**config.mk**
```make
export PLATFORM = sky130hd
export DESIGN_NAME = atm_timeout_scheduler
export DESIGN_NICKNAME = d
export VERILOG_FILES = /design/src/rtl/atm_timer_pkg.sv /design/src/rtl/timer_counter8.sv /design/src/rtl/atm_timeout_scheduler.sv
export SDC_FILE = /design/constraint.sdc
export NUM_CORES = 1
export LEC_CHECK = 0
export ABC_AREA = 1
export CELL_PAD_IN_SITES_DETAIL_PLACEMENT = 1
export CELL_PAD_IN_SITES_GLOBAL_PLACEMENT = 2
export CORE_UTILIZATION = 30
export CTS_CLUSTER_SIZE = 40
export DETAILED_ROUTE_END_ITERATION = 16
export PLACE_DENSITY_LB_ADDON = 0.1
export SLEW_MARGIN = 20
export SYNTH_ARGS = -nofsm -noshare
export SYNTH_HDL_FRONTEND = slang
export SYNTH_SLANG_ARGS = --single-unit
export TNS_END_PERCENT = 10
```
**constraint.sdc**
```tcl
create_clock -name clk -period 4.2 [get_ports clk]
set_input_delay 1.26 -clock clk [delete_from_list [all_inputs] [get_ports clk]]
set_output_delay 1.26 -clock clk [all_outputs]
set_load 0.005 [all_outputs]
```
**src/rtl/atm_timer_pkg.sv**
```systemverilog
// Shared constants and FSM state encoding for the ATM timeout scheduler.
package atm_timer_pkg;

  localparam int DEFAULT_WIDTH = 8;

  typedef enum logic [1:0] {
    ST_IDLE = 2'd0,
    ST_RUN  = 2'd1,
    ST_DONE = 2'd2
  } state_t;

endpackage

```
**src/rtl/timer_counter8.sv**
```systemverilog
// Free-running tick counter with synchronous clear; clear wins over enable.
module timer_counter8 #(
  parameter int WIDTH = 8
) (
  input  logic             clk,
  input  logic             rst,
  input  logic             clr,
  input  logic             en,
  output logic [WIDTH-1:0] q
);

  logic [WIDTH-1:0] cnt_q;
  logic [WIDTH-1:0] cnt_d;

  always_comb begin
    cnt_d = cnt_q;
    if (clr) begin
      cnt_d = '0;
    end else if (en) begin
      cnt_d = cnt_q + WIDTH'(1);
    end
  end

  always_ff @(posedge clk) begin
    if (rst) begin
      cnt_q <= '0;
    end else begin
      cnt_q <= cnt_d;
    end
  end

  assign q = cnt_q;

endmodule

```
**src/rtl/atm_timeout_scheduler.sv**
```systemverilog
// Shares one tick timer between two requesters (PIN entry, card return);
// the second requester queues as pending until the current timeout ends.
module atm_timeout_scheduler
  import atm_timer_pkg::*;
#(
  parameter int WIDTH = DEFAULT_WIDTH
) (
  input  logic             clk,
  input  logic             rst,
  input  logic             tick,
  input  logic [1:0]       start,
  input  logic [WIDTH-1:0] limit0,
  input  logic [WIDTH-1:0] limit1,
  input  logic [1:0]       cancel,
  output logic             busy,
  output logic             owner,
  output logic [WIDTH-1:0] count_q,
  output logic [1:0]       expire,
  output logic [1:0]       pending
);

  state_t                 state_q, state_d;
  logic                   owner_q, owner_d;
  logic [1:0]             pending_q, pending_d;
  logic [1:0][WIDTH-1:0]  limit_q, limit_d;
  logic [1:0][WIDTH-1:0]  limit_in;
  logic [WIDTH-1:0]       limit_act;
  logic [WIDTH-1:0]       cnt_inc;
  logic                   other;
  logic                   serve_next;
  logic                   cnt_clr;
  logic                   cnt_en;

  assign limit_in  = {limit1, limit0};
  assign other     = ~owner_q;
  assign limit_act = limit_q[owner_q];
  assign cnt_inc   = count_q + WIDTH'(1);

  always_comb begin
    state_d    = state_q;
    owner_d    = owner_q;
    pending_d  = pending_q;
    limit_d    = limit_q;
    cnt_clr    = 1'b0;
    cnt_en     = 1'b0;
    serve_next = 1'b0;

    case (state_q)
      ST_IDLE: begin
        if (start[0]) begin
          state_d    = ST_RUN;
          owner_d    = 1'b0;
          cnt_clr    = 1'b1;
          limit_d[0] = limit0;
          if (start[1]) begin
            pending_d[1] = 1'b1;
            limit_d[1]   = limit1;
          end
        end else if (start[1]) begin
          state_d    = ST_RUN;
          owner_d    = 1'b1;
          cnt_clr    = 1'b1;
          limit_d[1] = limit1;
        end
      end

      ST_RUN, ST_DONE: begin
        // A start from the waiting side beats its own cancel in the same cycle.
        if (start[other]) begin
          pending_d[other] = 1'b1;
          limit_d[other]   = limit_in[other];
        end else if (cancel[other]) begin
          pending_d[other] = 1'b0;
        end

        if (state_q == ST_RUN) begin
          if (cancel[owner_q]) begin
            serve_next = 1'b1;
          end else if (start[owner_q]) begin
            cnt_clr          = 1'b1;
            limit_d[owner_q] = limit_in[owner_q];
          end else if (tick) begin
            cnt_en = 1'b1;
            if (cnt_inc == limit_act) begin
              state_d = ST_DONE;
            end
          end
        end else begin
          serve_next = 1'b1;
        end

        // Leaving RUN/DONE hands the timer to the waiting requester, if any.
        if (serve_next) begin
          if (pending_d[other]) begin
            state_d          = ST_RUN;
            owner_d          = other;
            pending_d[other] = 1'b0;
            cnt_clr          = 1'b1;
          end else begin
            state_d = ST_IDLE;
          end
        end
      end

      default: begin
        state_d = ST_IDLE;
      end
    endcase
  end

  always_ff @(posedge clk) begin
    if (rst) begin
      state_q   <= ST_IDLE;
      owner_q   <= 1'b0;
      pending_q <= 2'b00;
      limit_q   <= '0;
    end else begin
      state_q   <= state_d;
      owner_q   <= owner_d;
      pending_q <= pending_d;
      limit_q   <= limit_d;
    end
  end

  timer_counter8 #(
    .WIDTH (WIDTH)
  ) u_counter (
    .clk (clk),
    .rst (rst),
    .clr (cnt_clr),
    .en  (cnt_en),
    .q   (count_q)
  );

  assign busy    = (state_q == ST_RUN);
  assign owner   = owner_q;
  assign pending = pending_q;
  assign expire  = (state_q == ST_DONE) ? (owner_q ? 2'b10 : 2'b01) : 2'b00;

endmodule
```
After elaboration in Yosys (flattened, before gate mapping):

Index checks and enable logic that the tools add are counted.

* add/sub/neg operators: 1
* order comparisons: 4
* divide/modulo/power cells: 0
* reductions and logical operators: 11
* mux-type cells: 72
* multipliers: 0
* bitwise operators: 5
* equal/unequal tests: 13
* shifts and indexed selects: 0

Operator list (number)
* $mux 16: 5
* $mux 8: 10
* $bwmux 16: 2
* $mux 1: 32
* $pmux 16 s2: 1
* $mux 2: 15
* $demux 8 s1: 2
* $ne 3x2->1 const B: 5
* $add 8x1->8 const B: 1
* $eq 8x8->1: 1
* $ne 2x2->1 const B: 3
* $pmux 1 s2: 3
* $reduce_and 6->1: 1
* $and 2x2->2: 2
* $lt 1x2->1 const B: 2
* $pmux 2 s2: 1
* $reduce_and 2->1: 2
* $reduce_and 4->1: 1
* $reduce_or 2->1: 2
* $ne 3x3->1 const B: 1
* $reduce_and 3->1: 1
* $eq 2x1->1 const B: 1
* $eq 2x2->1 const B: 1
* $ge 1x1->1 const B: 2
* other kinds (8): 9

* RAM bits: 0
* bits in registers: 29
* memories: 0
* bits in latches: 0
* memory bits (read-only): 0
* word-level logic and storage cells: 113
* bits of input ports: 23

Depth between registers and ports, before layout:

Gate-level depths: netlist (run 1).

* word-level depth: 16
* depth in mapped cells: 15

Modules after synthesis:

Synthesis (run 1) repeated with hierarchy kept, for this count alone.

* cells, all modules: 314
* area, all modules: 1923.1 um2

Modules (own cells, without submodules)
* atm_timeout_scheduler: instances 1, area each 1560.2 um2, seq. area each 420.4 um2, cells an instance 264
* timer_counter8: instances 1, area each 362.8 um2, seq. area each 160.2 um2, cells an instance 50

Worst setup path after synthesis (run 1):

OpenSTA, ideal clock, no wires.

* path kind: input to register
* start point: input cancel[1]
* end point: register limit_q[0] in the netlist's numbering
* stages on the path: 8
* setup slack: 1959 ps
* required time: 4134 ps
* arrival time: 2175 ps
* buffers on the path: 1
* cells stage by stage: nand2_4 > nand2_4 > a21oi_4 > inv_2 > a221oi_4 > buf_6 > o21ai_2 > a21oi_2

* cells in the longest elaborated chain, start to end: 5

RTL lines
* start, declared: line atm_timeout_scheduler.sv:14 `input logic [1:0] cancel,`
* $mux 1 (implied by the code) (2 in series): line atm_timeout_scheduler.sv:77 `if (cancel[owner_q]) begin`
* $mux 16: line atm_timeout_scheduler.sv:77
* $mux 16: line atm_timeout_scheduler.sv:76 `if (state_q == ST_RUN) begin`
* $pmux 16 s2: line atm_timeout_scheduler.sv:48 `case (state_q)`
* end signal, assigned: line atm_timeout_scheduler.sv:121 `limit_q <= limit_d;`
* end, declared: line atm_timeout_scheduler.sv:25 `logic [1:0][WIDTH-1:0] limit_q, limit_d;`

Every way passes these cells. The select of a mux whose other input is x is not followed.
A chain may end at the register's enable or synchronous reset.

Worst setup path after layout (run 1):

* start point: input cancel[1]
* end point: register limit_q[2] in the netlist's numbering

The elaborated chain is that of the path after synthesis.

==> results.cfg, run 1 <==
[timing]
worst_pin_slew_ps = 706.2
setup_viol = 0
slew_headroom_pct = 52.92
max_freq_mhz = 355.2
fin_crit_sh_pct = 67.03
slew_violations = 0
skew_ps = 3.000
hold_viol = 0
fin_crit_ps = 2815
finalSetupTns_ps = 0
rsz0062_at_grt = no

[clocking]
clock-sinks = 29
cts-hold-fix-buffers = 0
cts.htree.levels = 2
cts_tree = done
clock_latency_ps = 280
cts_made_buffers = 5
postCtsSetupBuffers = 0
path_clk_slew_ps = 70
cts-root-buf = clkbuf_8
cts.repair.resized = 0
clk_path_buf_depth = 2

[drt]
drtIter0Drc = 59
wl_met1_um = 2935
top_layer = met4
wl_met2_um = 2158
drtPass1Iterations = 4
drc = 0
num_vias = 1854
drt-total-wl_um = 5277
wl_met3_um = 148
viasPerCell = 4.511
post_drt_wl_per_cell_um = 12.84
antenna_left = 0

[power_and_ir_drop]
irDropWorstVdd_uv = 282.8
leakage_nw = 1.075
p_per_area_nw_per_um2 = 576.9

[logic_synthesis]
synthCells = 298
ys_warn_count = 0
postSynthAreaPerCell_um2 = 6.449
synth_area_um2 = 1922
ys_seq_area_share_pct = 30.21
ys_ff_latch = 29
syn-num-nets = 326
ys_types = 38

[final_layout]
drive_gt1_share_pct = 9.821
fin_nets = 363
n_fill_cell = 807
synthToLayoutAreaGrowth_pct = 27.34
diodes = 0
final_common_cell = nand2_1
fin_cells = 411
layout_common_cells = 76 x nand2_1, 44 x inv_1, 43 x nor2_1

[floorplan]
core_um2 = 6061
die_area_um2 = 6731
chipHeight_um = 82.04
ios = 37
rows = 28
start_util_pct = 31.71
die_x_um = 82.04

[worst_setup_path]
path_class = primary input to flop
cp-start-kind = primary input
required_ps = 4420
crit_arrival_ps = 3030
worst_setup_path_end_kind = flop
crit_fanout = 16

[global_routing]
grt_pass1_vias = 1822
grt_pass1_wl_um = 8756
antenna_found_initial = 0
grt_usage_pct = 17.20
overflow = 0
grt_max_degree = 21

[flow_run]
cap_violations = 0

[placed_design]
routabilityCongestion = 0.8079
hpwl_um = 4136
dp.cells = 403
port_buffers = 36

[status]
status = finished clean

[hold_path]
hold_path_class = flop to flop
-- power by group --
part	internal [mW]	switching, mW	total [mW]	leakage, nW
sequential	0.362	0.0483	0.410	0.239
clock	0.193	0.113	0.305	0.0574
combinational	0.256	0.440	0.696	0.779
-- sequential cells by signal (all words and copies together) (netlist names) --
name,flops
owner,1
pending,2
u_counter.q,8
limit_q,16
state_q,2
-- through the flow --
step / setup slack [ps] / power, mW / hold WS, ps / utilization [%] / cell area, um^2
global route: 1151 / 1.545 / 517.3 / 40.38 / 2447
floorplan: 1959 / 0.9442 / 437.1 / - / 1922
finish: 1385 / 1.412 / 473.6 / 40.38 / 2447
CTS: 1350 / 1.432 / 479.1 / 40.38 / 2447
detailed placement: 1051 / 1.118 / 469.3 / 38.40 / 2327
global placement: 1024 / 1.118 / 459.5 / 38.40 / 2327
-- final timing paths --
kind / start / end / slack (ps) / cells after the start
hold / removal: limit_q[12]$_SDFFE_PP0P_ / limit_q[12]$_SDFFE_PP0P_ / 470 / 2
setup reg to reg: state_q[0]$_SDFFE_PP0P_ / limit_q[2]$_SDFFE_PP0P_ / 1990 / 7
hold reg to reg: limit_q[12]$_SDFFE_PP0P_ / limit_q[12]$_SDFFE_PP0P_ / 470 / 2
setup / recovery: cancel[1] / limit_q[2]$_SDFFE_PP0P_ / 1380 / 8
-- metal layers --
layer  track usage (%)  vias to the layer above
met1             25.45                      802
met5                 0                        -
met4             4.211                        0
met3             3.556                        4
met2             24.88                       29
li1                  -                     1019
-- kinds of logic (layout without fill, tap and decap cells) --
logic type | count (synthesis) | in the layout | synth area share [%]
AOI/OAI and AO/OA | 61 | 61 | 21.62
adders and majority gates | 5 | 5 | 3.255
buffers and inverters | 55 | 93 | 12.43
DFF | 29 | 29 | 30.21
and+or+nand+nor | 148 | 148 | 32.49
-- final cells by class --
cell class / instances / area (um^2) / area share [%]
multi-input cells: 214 / 1102 / 45.04
clock inverters: 2 / 37.54 / 1.534
well taps: 75 / 93.84 / 3.834
repair buffers: 37 / 367.9 / 15.03
flip-flops and latches: 29 / 580.6 / 23.72
clock buffers: 6 / 82.58 / 3.374
inverters: 48 / 182.7 / 7.464
-- worst max-delay path: stages --
cell	delay, ps
clkdlybuf4s50_1	460
nand2_4	100
nand2_4	50
a21oi_4	130
inv_2	90
a221oi_4	620
o21ai_0	170
a21oi_1	140
-- Yosys cell counts (all sizes together) --
| master | number | area [um^2] |
|---|---|---|
| a211oi | 3 | 22.52 |
| a21oi | 25 | 162.7 |
| a221oi | 1 | 26.28 |
| and2 | 1 | 6.260 |
| buf | 5 | 46.29 |
| clkbuf | 2 | 10.01 |
| dfxtp | 29 | 580.6 |
| ha | 5 | 62.56 |
| inv | 48 | 182.7 |
| nand2 | 80 | 320.3 |
| nand3 | 18 | 95.09 |
| nand3b | 1 | 7.510 |
| nand4 | 1 | 6.260 |
| nor2 | 44 | 167.7 |
| nor3 | 2 | 15.01 |
| o2111ai | 1 | 8.760 |
| o211a | 1 | 10.01 |
| o21a | 1 | 7.510 |
| o21ai | 24 | 138.9 |
| o21bai | 2 | 15.01 |
| o221ai | 1 | 8.760 |
| o22ai | 1 | 6.260 |
| o311ai | 1 | 8.760 |
| or2 | 1 | 6.260 |
(Power assumes the default switching activity.)
==> run 2: changes to the inputs <==
CORE_UTILIZATION = 27   (was 30)
clock period = 2.7 ns   (was 4.2 ns; I/O delays follow)
==> run 2 against run 1 <==
Final cell count is 5.8% higher. Register-to-register slack worse by 1400 ps. Design area is 1.8% higher. Flip-flop and latch count stayed put. Critical endpoint is now expire[0].
==> results.cfg, run 2 (same netlist as run 1, synthesis figures left out) <==
[status]
status = finished clean

[hold_path]
hold_path_class = flop to flop
whs_path_depth = 2

[timing]
max_freq_mhz = 428.4
fin_crit_sh_pct = 86.45
slew_headroom_pct = 77.10
rsz0062_at_grt = no
worst_pin_slew_ps = 339.2
setup_viol = 0
worst_hold_slack_ps = 470.9
skew_ps = 8.685
fin_crit_ps = 2334
finalSetupTns_ps = 0
hold_viol = 0
slew_violations = 0

[drt]
drtIter0Drc = 44
drtPass1Iterations = 4
drt-total-wl_um = 5573
viasPerCell = 4.559
antenna_left = 0
post_drt_wl_per_cell_um = 12.81
num_vias = 1983
drc = 0

[floorplan]
die_x_um = 86.37
chipHeight_um = 86.37
ios = 37
die_area_um2 = 7459
rows = 30
core_um2 = 6832
start_util_pct = 28.13

[worst_setup_path]
path_class = flop to output port
crit_fanout = 4
cpMaxStageDelayCell = clkdlybuf4s50_1
cp_slowest_stage_delay_ps = 510
crit_path_frequent_cell = inv_1
rr_worst_depth = 8
crit_arrival_ps = 1520
worst_setup_path_end_kind = output port
cp-start-kind = flop
required_ps = 1890
worstPathCellList = inv_1 > ha_1 > inv_1 > nor2_1 > clkdlybuf4s50_1

[power_and_ir_drop]
combinationalPowerShare_pct = 50.0
switching_share_pct = 42.13
leakage_nw = 1.091
seq_power_share_pct = 29.1
p_per_area_nw_per_um2 = 893.5
p_int_mw = 1.289
clkPwrFrac_pct = 21.0
irDropWorstVdd_uv = 352.7
switchingPower_mw = 0.9382

[clocking]
clk_path_buf_depth = 2
cts-hold-fix-buffers = 0
cts-root-buf = clkbuf_8
path_clk_slew_ps = 60
cts_made_buffers = 5
clock_latency_ps = 280
cts.repair.resized = 0
clock-sinks = 29
cts_tree = done
cts.htree.levels = 2
postCtsSetupBuffers = 0

[final_layout]
diodes = 0
drive_gt1_share_pct = 10.32
fin_nets = 366
largest_register_ff_count = 16
n_fill_cell = 898
layout_common_cells = 76 x nand2_1, 44 x inv_1, 43 x nor2_1
largest-register = limit_q
final_common_cell = nand2_1
synthToLayoutAreaGrowth_pct = 29.69

[global_routing]
antenna_found_initial = 0
grt_max_degree = 18
overflow = 0
grt_pass1_wl_um = 9508
grt_pass1_vias = 1987
grt_usage_pct = 16.52

[placed_design]
hpwl_um = 4397
port_buffers = 36
routabilityCongestion = 0.8561

[flow_run]
cap_violations = 0
-- run 2: path summary, 6_finish.rpt --
kind / from / end / slack (ps)
hold reg to reg: limit_q[11]$_SDFFE_PP0P_ / limit_q[11]$_SDFFE_PP0P_ / 470
hold / removal: limit_q[11]$_SDFFE_PP0P_ / limit_q[11]$_SDFFE_PP0P_ / 470
setup / recovery: state_q[0]$_SDFFE_PP0P_ / expire[0] / 370
setup reg to reg: state_q[0]$_SDFFE_PP0P_ / limit_q[5]$_SDFFE_PP0P_ / 620
-- run 2: stage by stage --
stage               utilization, %  power (mW)  setup WS, ps  cells  instance area (um^2)
floorplan                        -       1.469         909.3    298                  1922
global placement             34.78       1.788         206.8    427                  2376
detailed placement           34.78       1.791         135.4    427                  2376
CTS                          36.48       2.278         345.0    435                  2492
global route                 36.48       2.455         241.1    435                  2492
finish                       36.48       2.227         365.9    435                  2492
-- run 2: critical path, delay by kind of cell, from the launching register on --
| kind | cells | cell delay (ps) |
|---|---|---|
| flops | 1 | 340 |
| fa+ha+maj | 1 | 170 |
| buf+inv | 3 | 650 |
| simple gates | 1 | 90 |
-- run 2: power groups by stage --
stage | clock, mW | combinational [mW] | sequential [mW]
2_1_floorplan | 0 | 0.837 | 0.632
3_3_place_gp | 0 | 1.13 | 0.655
3_5_place_dp | 0 | 1.13 | 0.658
4_1_cts | 0.484 | 1.14 | 0.651
5_1_grt | 0.509 | 1.27 | 0.672
6_report | 0.467 | 1.11 | 0.648
-- run 2: layout make-up --
cell class | instances | area (um^2) | share of cell area (%)
clock buffers | 7 | 86.33 | 3.464
clock inverters | 1 | 30.03 | 1.205
inverters | 48 | 182.7 | 7.329
multi-input cells | 214 | 1102 | 44.23
flip-flops and latches | 29 | 580.6 | 23.29
well taps | 96 | 120.1 | 4.819
repair buffers | 40 | 390.4 | 15.66
-- run 2: routing by layer --
metal	track usage (%)	wire length, um
met5	0	0
met4	5.000	54
met3	2.857	156
met2	30.38	2813
met1	19.48	2549
